[config.mk]
export PLATFORM = sky130hd
export DESIGN_NAME = div_seq
export DESIGN_NICKNAME = d
export VERILOG_FILES = /design/src/rtl/div_seq.sv
export SDC_FILE = /design/constraint.sdc
export NUM_CORES = 1
export LEC_CHECK = 0
export BUFFER_PORTS_ARGS = -buffer_cell sky130_fd_sc_hd__buf_2
export CORE_ASPECT_RATIO = 0.75
export CORE_UTILIZATION = 50
export DETAILED_ROUTE_END_ITERATION = 6
export PLACE_DENSITY = 0.75
export SYNTH_ARGS = -nofsm -noshare
export SYNTH_HDL_FRONTEND = slang
export SYNTH_SLANG_ARGS = --single-unit
[constraint.sdc]
create_clock -name clk -period 5.4 [get_ports clk]
set_input_delay 1.08 -clock clk [delete_from_list [all_inputs] [get_ports clk]]
set_output_delay 1.08 -clock clk [all_outputs]
set_load 0.005 [all_outputs]
[src/rtl/div_seq.sv]
// -----------------------------------------------------------------------------
// div_seq -- sequential 32-bit integer divider (RISC-V M-extension semantics).
//
// One restoring radix-2 quotient bit per cycle, MSB first. Operands are taken
// as magnitudes in PREP. Signs are re-applied in FIX. Divide-by-zero and signed
// overflow produce the architecturally defined results instead of the
// iterated ones.
//
// Ports
//   clk        rising-edge clock
//   rst        asynchronous active-high reset
//   req_valid  request present; accepted when req_valid && req_ready
//   req_ready  high only in IDLE while flush is low
//   op1, op2   dividend / divisor, latched on acceptance
//   funct      00 div, 01 divu, 10 rem, 11 remu, latched on acceptance
//   flush      abandon any operation, return to IDLE on the next edge
//   busy       high in every state except IDLE
//   res_valid  result available (DONE state)
//   res_ready  consumer takes the result
//   res        result, held stable while res_valid is high
//
// Configuration macro
//   DIV_SEQ_EARLY_OUT_EN  when defined, divide-by-zero and signed overflow
//                         skip CALC (3-cycle latency instead of 35).
// -----------------------------------------------------------------------------
module div_seq #(
    parameter int WIDTH = 32
) (
    input  logic             clk,
    input  logic             rst,
    input  logic             req_valid,
    output logic             req_ready,
    input  logic [WIDTH-1:0] op1,
    input  logic [WIDTH-1:0] op2,
    input  logic [1:0]       funct,
    input  logic             flush,
    output logic             busy,
    output logic             res_valid,
    input  logic             res_ready,
    output logic [WIDTH-1:0] res
);

    localparam logic [5:0]       LAST_CNT = 6'(WIDTH - 1);
    localparam logic [WIDTH-1:0] MIN_NEG  = {1'b1, {(WIDTH-1){1'b0}}};

    typedef enum logic [2:0] {IDLE, PREP, CALC, FIX, DONE} state_t;

    state_t           state;
    logic [5:0]       cnt;

    logic [WIDTH-1:0] op1_r;
    logic [WIDTH-1:0] op2_r;
    logic [1:0]       funct_r;
    logic [WIDTH-1:0] quo;      // shifts the dividend out and the quotient in
    logic [WIDTH-1:0] rem;      // partial remainder
    logic [WIDTH-1:0] dvs;      // divisor magnitude
    logic             qneg;
    logic             rneg;
    logic             dz;
    logic             ovf;

    logic             is_signed;
    logic             is_rem;
    logic             dz_c;
    logic             ovf_c;
    logic             accept;
    logic [WIDTH:0]   shifted;
    logic [WIDTH+1:0] trial;

    // Magnitude of a two's-complement value; MIN_NEG maps onto itself,
    // which is the correct unsigned magnitude.
    function automatic logic [WIDTH-1:0] mag(input logic signed [WIDTH-1:0] v,
                                             input logic                    sgn);
        logic signed [WIDTH-1:0] n;
        n = -v;
        return (sgn && v[WIDTH-1]) ? $unsigned(n) : $unsigned(v);
    endfunction

    function automatic logic [WIDTH-1:0] apply_sign(input logic [WIDTH-1:0] v,
                                                    input logic             neg);
        logic signed [WIDTH-1:0] s;
        s = $signed(v);
        return neg ? $unsigned(-s) : v;
    endfunction

    // Final result selection, special cases first.
    function automatic logic [WIDTH-1:0] pick_result(input logic             f_rem,
                                                     input logic             f_dz,
                                                     input logic             f_ovf,
                                                     input logic [WIDTH-1:0] dividend,
                                                     input logic [WIDTH-1:0] q,
                                                     input logic [WIDTH-1:0] r,
                                                     input logic             q_neg,
                                                     input logic             r_neg);
        if (f_dz)
            return f_rem ? dividend : '1;
        else if (f_ovf)
            return f_rem ? '0 : MIN_NEG;
        else
            return f_rem ? apply_sign(r, r_neg) : apply_sign(q, q_neg);
    endfunction

    assign is_signed = ~funct_r[0];
    assign is_rem    = funct_r[1];
    assign dz_c      = (op2_r == '0);
    assign ovf_c     = is_signed && (op1_r == MIN_NEG) && (op2_r == '1);

    assign req_ready = (state == IDLE) && !flush && !rst;
    assign accept    = req_valid && req_ready;
    assign busy      = (state != IDLE);

    // Restoring step: trial-subtract the divisor from the shifted remainder;
    // the top bit of the 34-bit difference is the borrow.
    assign shifted = {rem, quo[WIDTH-1]};
    assign trial   = {1'b0, shifted} - {2'b00, dvs};

    // Control: state, iteration counter and the registered result.
    always_ff @(posedge clk or posedge rst) begin
        if (rst) begin
            state     <= IDLE;
            cnt       <= '0;
            res       <= '0;
            res_valid <= 1'b0;
        end else if (flush) begin
            state     <= IDLE;
            cnt       <= '0;
            res_valid <= 1'b0;
        end else begin
            case (state)
                IDLE: begin
                    if (accept)
                        state <= PREP;
                end
                PREP: begin
                    cnt <= '0;
`ifdef DIV_SEQ_EARLY_OUT_EN
                    state <= (dz_c || ovf_c) ? FIX : CALC;
`else
                    state <= CALC;
`endif
                end
                CALC: begin
                    cnt <= cnt + 6'd1;
                    if (cnt == LAST_CNT)
                        state <= FIX;
                end
                FIX: begin
                    res       <= pick_result(is_rem, dz, ovf, op1_r, quo, rem, qneg, rneg);
                    res_valid <= 1'b1;
                    state     <= DONE;
                end
                DONE: begin
                    if (res_ready) begin
                        res_valid <= 1'b0;
                        state     <= IDLE;
                    end
                end
                default: state <= IDLE;
            endcase
        end
    end

    // Datapath: operand capture, sign preparation and the iteration itself.
    always_ff @(posedge clk) begin
        case (state)
            IDLE: begin
                if (accept) begin
                    op1_r   <= op1;
                    op2_r   <= op2;
                    funct_r <= funct;
                end
            end
            PREP: begin
                quo  <= mag($signed(op1_r), is_signed);
                dvs  <= mag($signed(op2_r), is_signed);
                rem  <= '0;
                qneg <= is_signed && (op1_r[WIDTH-1] ^ op2_r[WIDTH-1]);
                rneg <= is_signed && op1_r[WIDTH-1];
                dz   <= dz_c;
                ovf  <= ovf_c;
            end
            CALC: begin
                if (!trial[WIDTH+1]) begin
                    rem <= trial[WIDTH-1:0];
                    quo <= {quo[WIDTH-2:0], 1'b1};
                end else begin
                    rem <= shifted[WIDTH-1:0];
                    quo <= {quo[WIDTH-2:0], 1'b0};
                end
            end
            default: ;
        endcase
    end

endmodule

Word level (Yosys, flattened, before mapping)

Cells that the tools add are included.

Bits in registers: 208
Input bits: 71
Output and inout bits: 35
Logic and storage cells: 76

Bitwise logic cells: 3
Add/subtract/negate cells: 6
Eq/ne operators: 10
Mux-type cells: 23
Reduce and logical (&&, ||, !) cells: 20

Operators with widths:

| kind                 | count |
|---|---|
| $mux 32              | 10 |
| $neg 32->32          | 4 |
| $pmux 32 s2          | 2 |
| $eq 32x32->1 const B | 2 |
| $sub 33x32->34       | 1 |
| $logic_not 32->1     | 1 |
| $pmux 3 s5           | 1 |
| $mux 3               | 4 |
| $pmux 6 s2           | 1 |
| $ne 3x3->1 const B   | 3 |
| $reduce_bool 3->1    | 3 |
| $logic_and 1x1->1    | 8 |
| $add 6x1->6 const B  | 1 |
| $eq 3x2->1 const B   | 2 |
| $eq 6x5->1 const B   | 1 |
| $mux 6               | 1 |
| $reduce_and 2->1     | 3 |
| $eq 3x1->1 const B   | 1 |
| $eq 3x3->1 const B   | 1 |
| $logic_not 3->1      | 1 |
| $mux 1               | 3 |
| $reduce_and 3->1     | 1 |
| $logic_not 1->1      | 2 |
| $not 1->1            | 2 |
| 3 further kinds      | 3 |

Longest topological paths before layout

Depth in word-level cells: 7
Mapped depth: 13
Depth with buffers taken out: 13

Worst setup path after synthesis

No wires, ideal clock.

Kind: register to register
Start: register state[1]
End: register quo[0], enable pin
Buffers on the path: 1
Path slack: 0.506 ns
Cell stages (with the launch flop): 4
Period minus slack after synthesis: 4.894 ns
Data required time: 5.006 ns
Setup time: 0.394 ns
Arrival: 4.500 ns
Cell sequence: dfrtp_1 > clkbuf_1 > nor3b_1 > or2_2

Cells in the longest elaborated chain, start to end: 2
Elaborated cells on any way between the ends: 3
Classes of those cells: 2 x eq/ne; 1 x reduce/logical

Ends and longest elaborated chain:

| item                                            | line | text |
|---|---|---|
| start, declared                                 | 48   | `state_t state;` |
| start signal, assigned                          | 120  | `state <= IDLE;` |
| start signal, assigned                          | 125  | `state <= IDLE;` |
| start signal, assigned                          | 132  | `state <= PREP;` |
| $eq 3x2->1 / $eq 3x1->1 (equally long branches) | 165  | `case (state)` |
| $reduce_bool 2->1 (no line) *                   | -    |  |
| end signal, assigned                            | 174  | `quo <= mag($signed(op1_r), is_signed);` |
| end signal, assigned                            | 185  | `quo <= {quo[WIDTH-2:0], 1'b1};` |
| end signal, assigned                            | 188  | `quo <= {quo[WIDTH-2:0], 1'b0};` |
| end, declared                                   | 54   | `logic [WIDTH-1:0] quo;` |

Mark *: on every way between the ends. The rest lies on a longest branch, timed or not.
A chain may end at the register's enable or synchronous reset.

Worst setup path in the final report

Start: register rem[3]
End: register rem[4] (data pin)

Cells in the longest elaborated chain, start to end: 3

Ends and longest elaborated chain:

| item                   | line | text |
|---|---|---|
| start, declared        | 55   | `logic [WIDTH-1:0] rem;` |
| start signal, assigned | 184  | `rem <= trial[WIDTH-1:0];` |
| start signal, assigned | 187  | `rem <= shifted[WIDTH-1:0];` |
| $sub 33x32->34         | 115  | `assign trial = {1'b0, shifted} - {2'b00, dvs};` |
| $mux 32 *              | 183  | `if (!trial[WIDTH+1]) begin` |
| $pmux 32 s2 *          | 165  |  |

Marked as above.

==> summary.log <==
qor: power.cellPowerDensity 274.6 mW/mm2
qor: timing.setup-tns-final 0 ns
qor: detailed_routing.detail_route.iter0.violations 1268
qor: grt.first_global_vias 9473
qor: layout.final_util 0.5750
qor: clock_network.root_buffer sky130_fd_sc_hd__clkbuf_16
qor: yosys.synthFlopType sky130_fd_sc_hd__edfxtp_1
qor: power.p_clk_frac 0.444
qor: critical_path.crit_path_max_fanout 36
qor: yosys.synth.mux.area_fraction 0.02374
qor: placed_design.io_buffers 105
qor: timing.final.setup_skew 0.01073 ns
qor: job.cap_violations 0
qor: power.p_switching 918.3 uW
qor: yosys.post_synth_fa_ha_maj_area_fraction 0.03901
qor: timing.hold-worst-slack 0.4745 ns
qor: detailed_routing.route.detailed.vias_per_inst 5.904
qor: yosys.ys_types 76
qor: timing.timing.final.crit_share 0.7226
qor: clock_network.hold_buffers 0
qor: yosys.syn-num-nets 1398
qor: critical_path.critPathCaptureType flop
qor: yosys.synth.cell_area 0.01270 mm2
qor: critical_path.worstPathRequired 5.66 ns
qor: power.power_report.internal_total 3024 uW
qor: detailed_routing.drt-pass1-iter-count 6
qor: yosys.synth.ff_latch_count 208
qor: floorplanning.core-area 0.02496 mm2
qor: layout.layout_commonest_cell sky130_fd_sc_hd__edfxtp_1
qor: clock_network.cts.repair_timing.setup_buffer_count 0
qor: grt.grt_start_max_net_pins 57
qor: timing.hold_viol 0
qor: clock_network.tritoncts_clock_tree yes
qor: hold_path.holdCritPathClass flop to flop
qor: yosys.yosysWarnings 0
qor: yosys.synth_enable_flop_cells 166
qor: timing.worst_slew_pin_slew 1.257 ns
qor: status.status complete, no violations
qor: floorplanning.dieHeight 140.0 um
qor: floorplanning.num_rows 50
qor: layout.num-fill-cells 2135
qor: critical_path.worst_setup_path_start_kind flop
qor: clock_network.numClockSinks 208
qor: detailed_routing.drt-wirelength-per-cell 19.02 um
qor: detailed_routing.detail_route.drc_violations 0
qor: grt.grt-ovfl-total 0
qor: critical_path.crit_type flop to flop
qor: clock_network.insertion_delay 0.52 ns
qor: placed_design.dp_worst_setup_slack 1.538 ns
qor: layout.total_number_of_nets_in_the_final_design 1484
qor: layout.area_delta_synth_final 12.99%
qor: detailed_routing.drtAntennaViolNets 0
qor: timing.shortest_clock_period_the_worst_path_allows_after_layout 3.902 ns
qor: yosys.synth_area_leaders sky130_fd_sc_hd__edfxtp_1 39%, sky130_fd_sc_hd__dfrtp_1 8.3%, sky130_fd_sc_hd__xnor2_1 5.1%
qor: floorplanning.floorplan.die.width 186.0 um
qor: floorplanning.top_level_ports 106
qor: grt.antenna_found_initial 0
qor: detailed_routing.route.final.wire_length 32890 um
qor: grt.grt.total_usage 0.2552
qor: layout.area.sequential 0.006036 mm2
qor: clock_network.clk_pin_slew 0.06 ns
qor: timing.fmax 256.3 MHz
qor: yosys.postSynth.asyncResetShare 0.2019
qor: power.peakVddDrop 0.1886 mV
qor: clock_network.htree_levels 1
qor: yosys.synth-xor-area-share 0.09998
qor: timing.pins_over_their_slew_limit 0
qor: timing.final_setup_fails 0
qor: power.leakage 0.005460 uW
qor: yosys.syn_area_per_cell 9.862 um2
qor: clock_network.clock_path_buffers 3
qor: yosys.ys_seq_area_frac 0.4752
qor: placed_design.finalWeightedCongestion 0.9107
qor: power.comb_power_share 0.085
qor: floorplanning.start_util 0.5089
qor: layout.multi_input_area 0.006235 mm2
qor: layout.layoutNonFillerInstCount 1729
qor: yosys.syn_inst_count 1288
qor: timing.fin_ws 1.498 ns
qor: timing.slew_headroom 0.1600
qor: layout.post_route_cells_drive_above_1_share 0.1352
qor: grt.grt_first_pass_wirelength 51450 um
qor: critical_path.cp_data_arrival_time 4.16 ns
qor: layout.final_cell_mix 166 x sky130_fd_sc_hd__edfxtp_1, 135 x sky130_fd_sc_hd__nand2_1, 121 x sky130_fd_sc_hd__o21ai_0
qor: floorplanning.floorplan.die_area 0.02605 mm2
qor: power.swShare 0.2330
qor: yosys.synthSimpleGateAreaFrac 0.1553
qor: power.share_seq_of_total_power 0.471
qor: yosys.synth_top_family_by_area compound AO/OA/AOI/OAI gates
qor: clock_network.cts_inserted_buffers 23
qor: detailed_routing.via_count 10210
qor: yosys.synth_largest_type_area_fraction 0.3924
qor: layout.antenna_diodes 0
qor: yosys.synth_area_leader_cell sky130_fd_sc_hd__edfxtp_1
qor: placed_design.dp.cells 1687
qor: clock_network.cts_resized 0
qor: yosys.compound_gate_fraction_of_synth_area 0.1720
qor: placed_design.final_hpwl_from_detailed_placement 24280 um
qor: timing.grt_setup_unrepaired false
-- layout make-up --
| type | count | share of cell area |
|---|---|---|
| multi-input cells | 970 | 0.4344 |
| flip-flops and latches | 208 | 0.4205 |
| repair buffers | 117 | 0.04289 |
| clock buffers | 27 | 0.04184 |
| well taps | 338 | 0.02947 |
| clock inverters | 15 | 0.01674 |
| inverters | 54 | 0.01412 |
-- cell families (layout without fill, tap and decap cells) --
kind of cell	Yosys count	count (layout)
and+or+nand+nor	404	404
AOI/OAI and AO/OA	352	352
DFF	208	208
xor gates and xnor gates	145	145
buffers and inverters	110	213
adders and majority gates	39	39
muxes	30	30
-- routing by layer --
metal	wire length [um]	vias to the layer above	global-route usage
met1	15170	4845	0.3880
li1	-	4881	-
met3	3343	52	0.06734
met2	13530	430	0.3535
met5	0	-	0
met4	845	0	0.07204
-- flip-flops by register name, indices dropped and copies added (netlist names) --
| signal | flops |
|---|---|
| op2_r | 32 |
| rem | 32 |
| res | 32 |
| funct_r | 2 |
| qneg | 1 |
| rneg | 1 |
| ovf | 1 |
| dz | 1 |
| res_valid | 1 |
| op1_r | 32 |
| state | 3 |
| cnt | 6 |
| quo | 32 |
| dvs | 32 |
-- stage by stage --
| stage | total power (uW) | area (um2) |
|---|---|---|
| floorplan | 2098 | 12700 |
| global placement | 2209 | 13510 |
| detailed placement | 2220 | 13510 |
| CTS | 3963 | 14350 |
| global route | 4076 | 14350 |
| finish | 3942 | 14350 |
-- synth_stat cells (all sizes together), types with 3 or more instances --
| master | n |
|---|---|
| ha | 38 |
| buf | 10 |
| dfrtp | 42 |
| a31oi | 14 |
| a221o | 4 |
| a41oi | 3 |
| a21boi | 3 |
| o21ai | 128 |
| o211ai | 9 |
| nand3b | 4 |
| nor2b | 8 |
| nand3 | 17 |
| or4 | 11 |
| mux2i | 29 |
| and3 | 13 |
| clkbuf | 46 |
| nand2 | 136 |
| a211oi | 8 |
| nor4 | 18 |
| o21a | 10 |
| a21o | 18 |
| a221oi | 3 |
| and2 | 5 |
| inv | 53 |
| nor2 | 116 |
| a31o | 3 |
| xor2 | 71 |
| a21oi | 81 |
| nand4 | 11 |
| o22ai | 10 |
| edfxtp | 166 |
| o41ai | 13 |
| xnor2 | 74 |
| nand2b | 16 |
| o31ai | 28 |
| or2 | 5 |
| or3 | 15 |
| nor3 | 23 |
-- power groups by stage --
stage / combinational, uW / clock [uW] / sequential [uW]
after CTS: 335 / 1770 / 1850
after global routing: 373 / 1840 / 1860
after global placement: 324 / 0 / 1890
after floorplan: 231 / 0 / 1870
after detailed placement: 332 / 0 / 1890
final: 336 / 1750 / 1860
-- worst max-delay path: stages, from the launching register on --
cell	delay, ns
sky130_fd_sc_hd__edfxtp_1	0.47
sky130_fd_sc_hd__ha_1	0.42
sky130_fd_sc_hd__a21o_1	0.23
sky130_fd_sc_hd__a31o_2	0.23
sky130_fd_sc_hd__o21a_1	0.23
sky130_fd_sc_hd__a21oi_1	0.27
sky130_fd_sc_hd__o22ai_1	0.23
sky130_fd_sc_hd__a21oi_2	0.25
sky130_fd_sc_hd__o311a_2	0.91
sky130_fd_sc_hd__mux2i_1	0.31
sky130_fd_sc_hd__nor2_1	0.06
-- path summary, 6_finish.rpt --
path / slack (ns) / endpoint / startpoint / depth (start not counted)
min in group asynchronous: 0.70 / res[15]$_DFFE_PP0P_ / rst / 3
worst max-delay path: 1.50 / rem[4]$_SDFFCE_PN0P_ / rem[3]$_SDFFCE_PN0P_ / 10
worst max register to register: 1.50 / rem[4]$_SDFFCE_PN0P_ / rem[3]$_SDFFCE_PN0P_ / 10
worst min-delay path: 0.47 / res[7]$_DFFE_PP0P_ / res[7]$_DFFE_PP0P_ / 2
max in group asynchronous: 4.32 / res[0]$_DFFE_PP0P_ / rst / 3
worst min register to register: 0.47 / res[7]$_DFFE_PP0P_ / res[7]$_DFFE_PP0P_ / 2
Note: power is estimated with default switching activity, not from simulation.
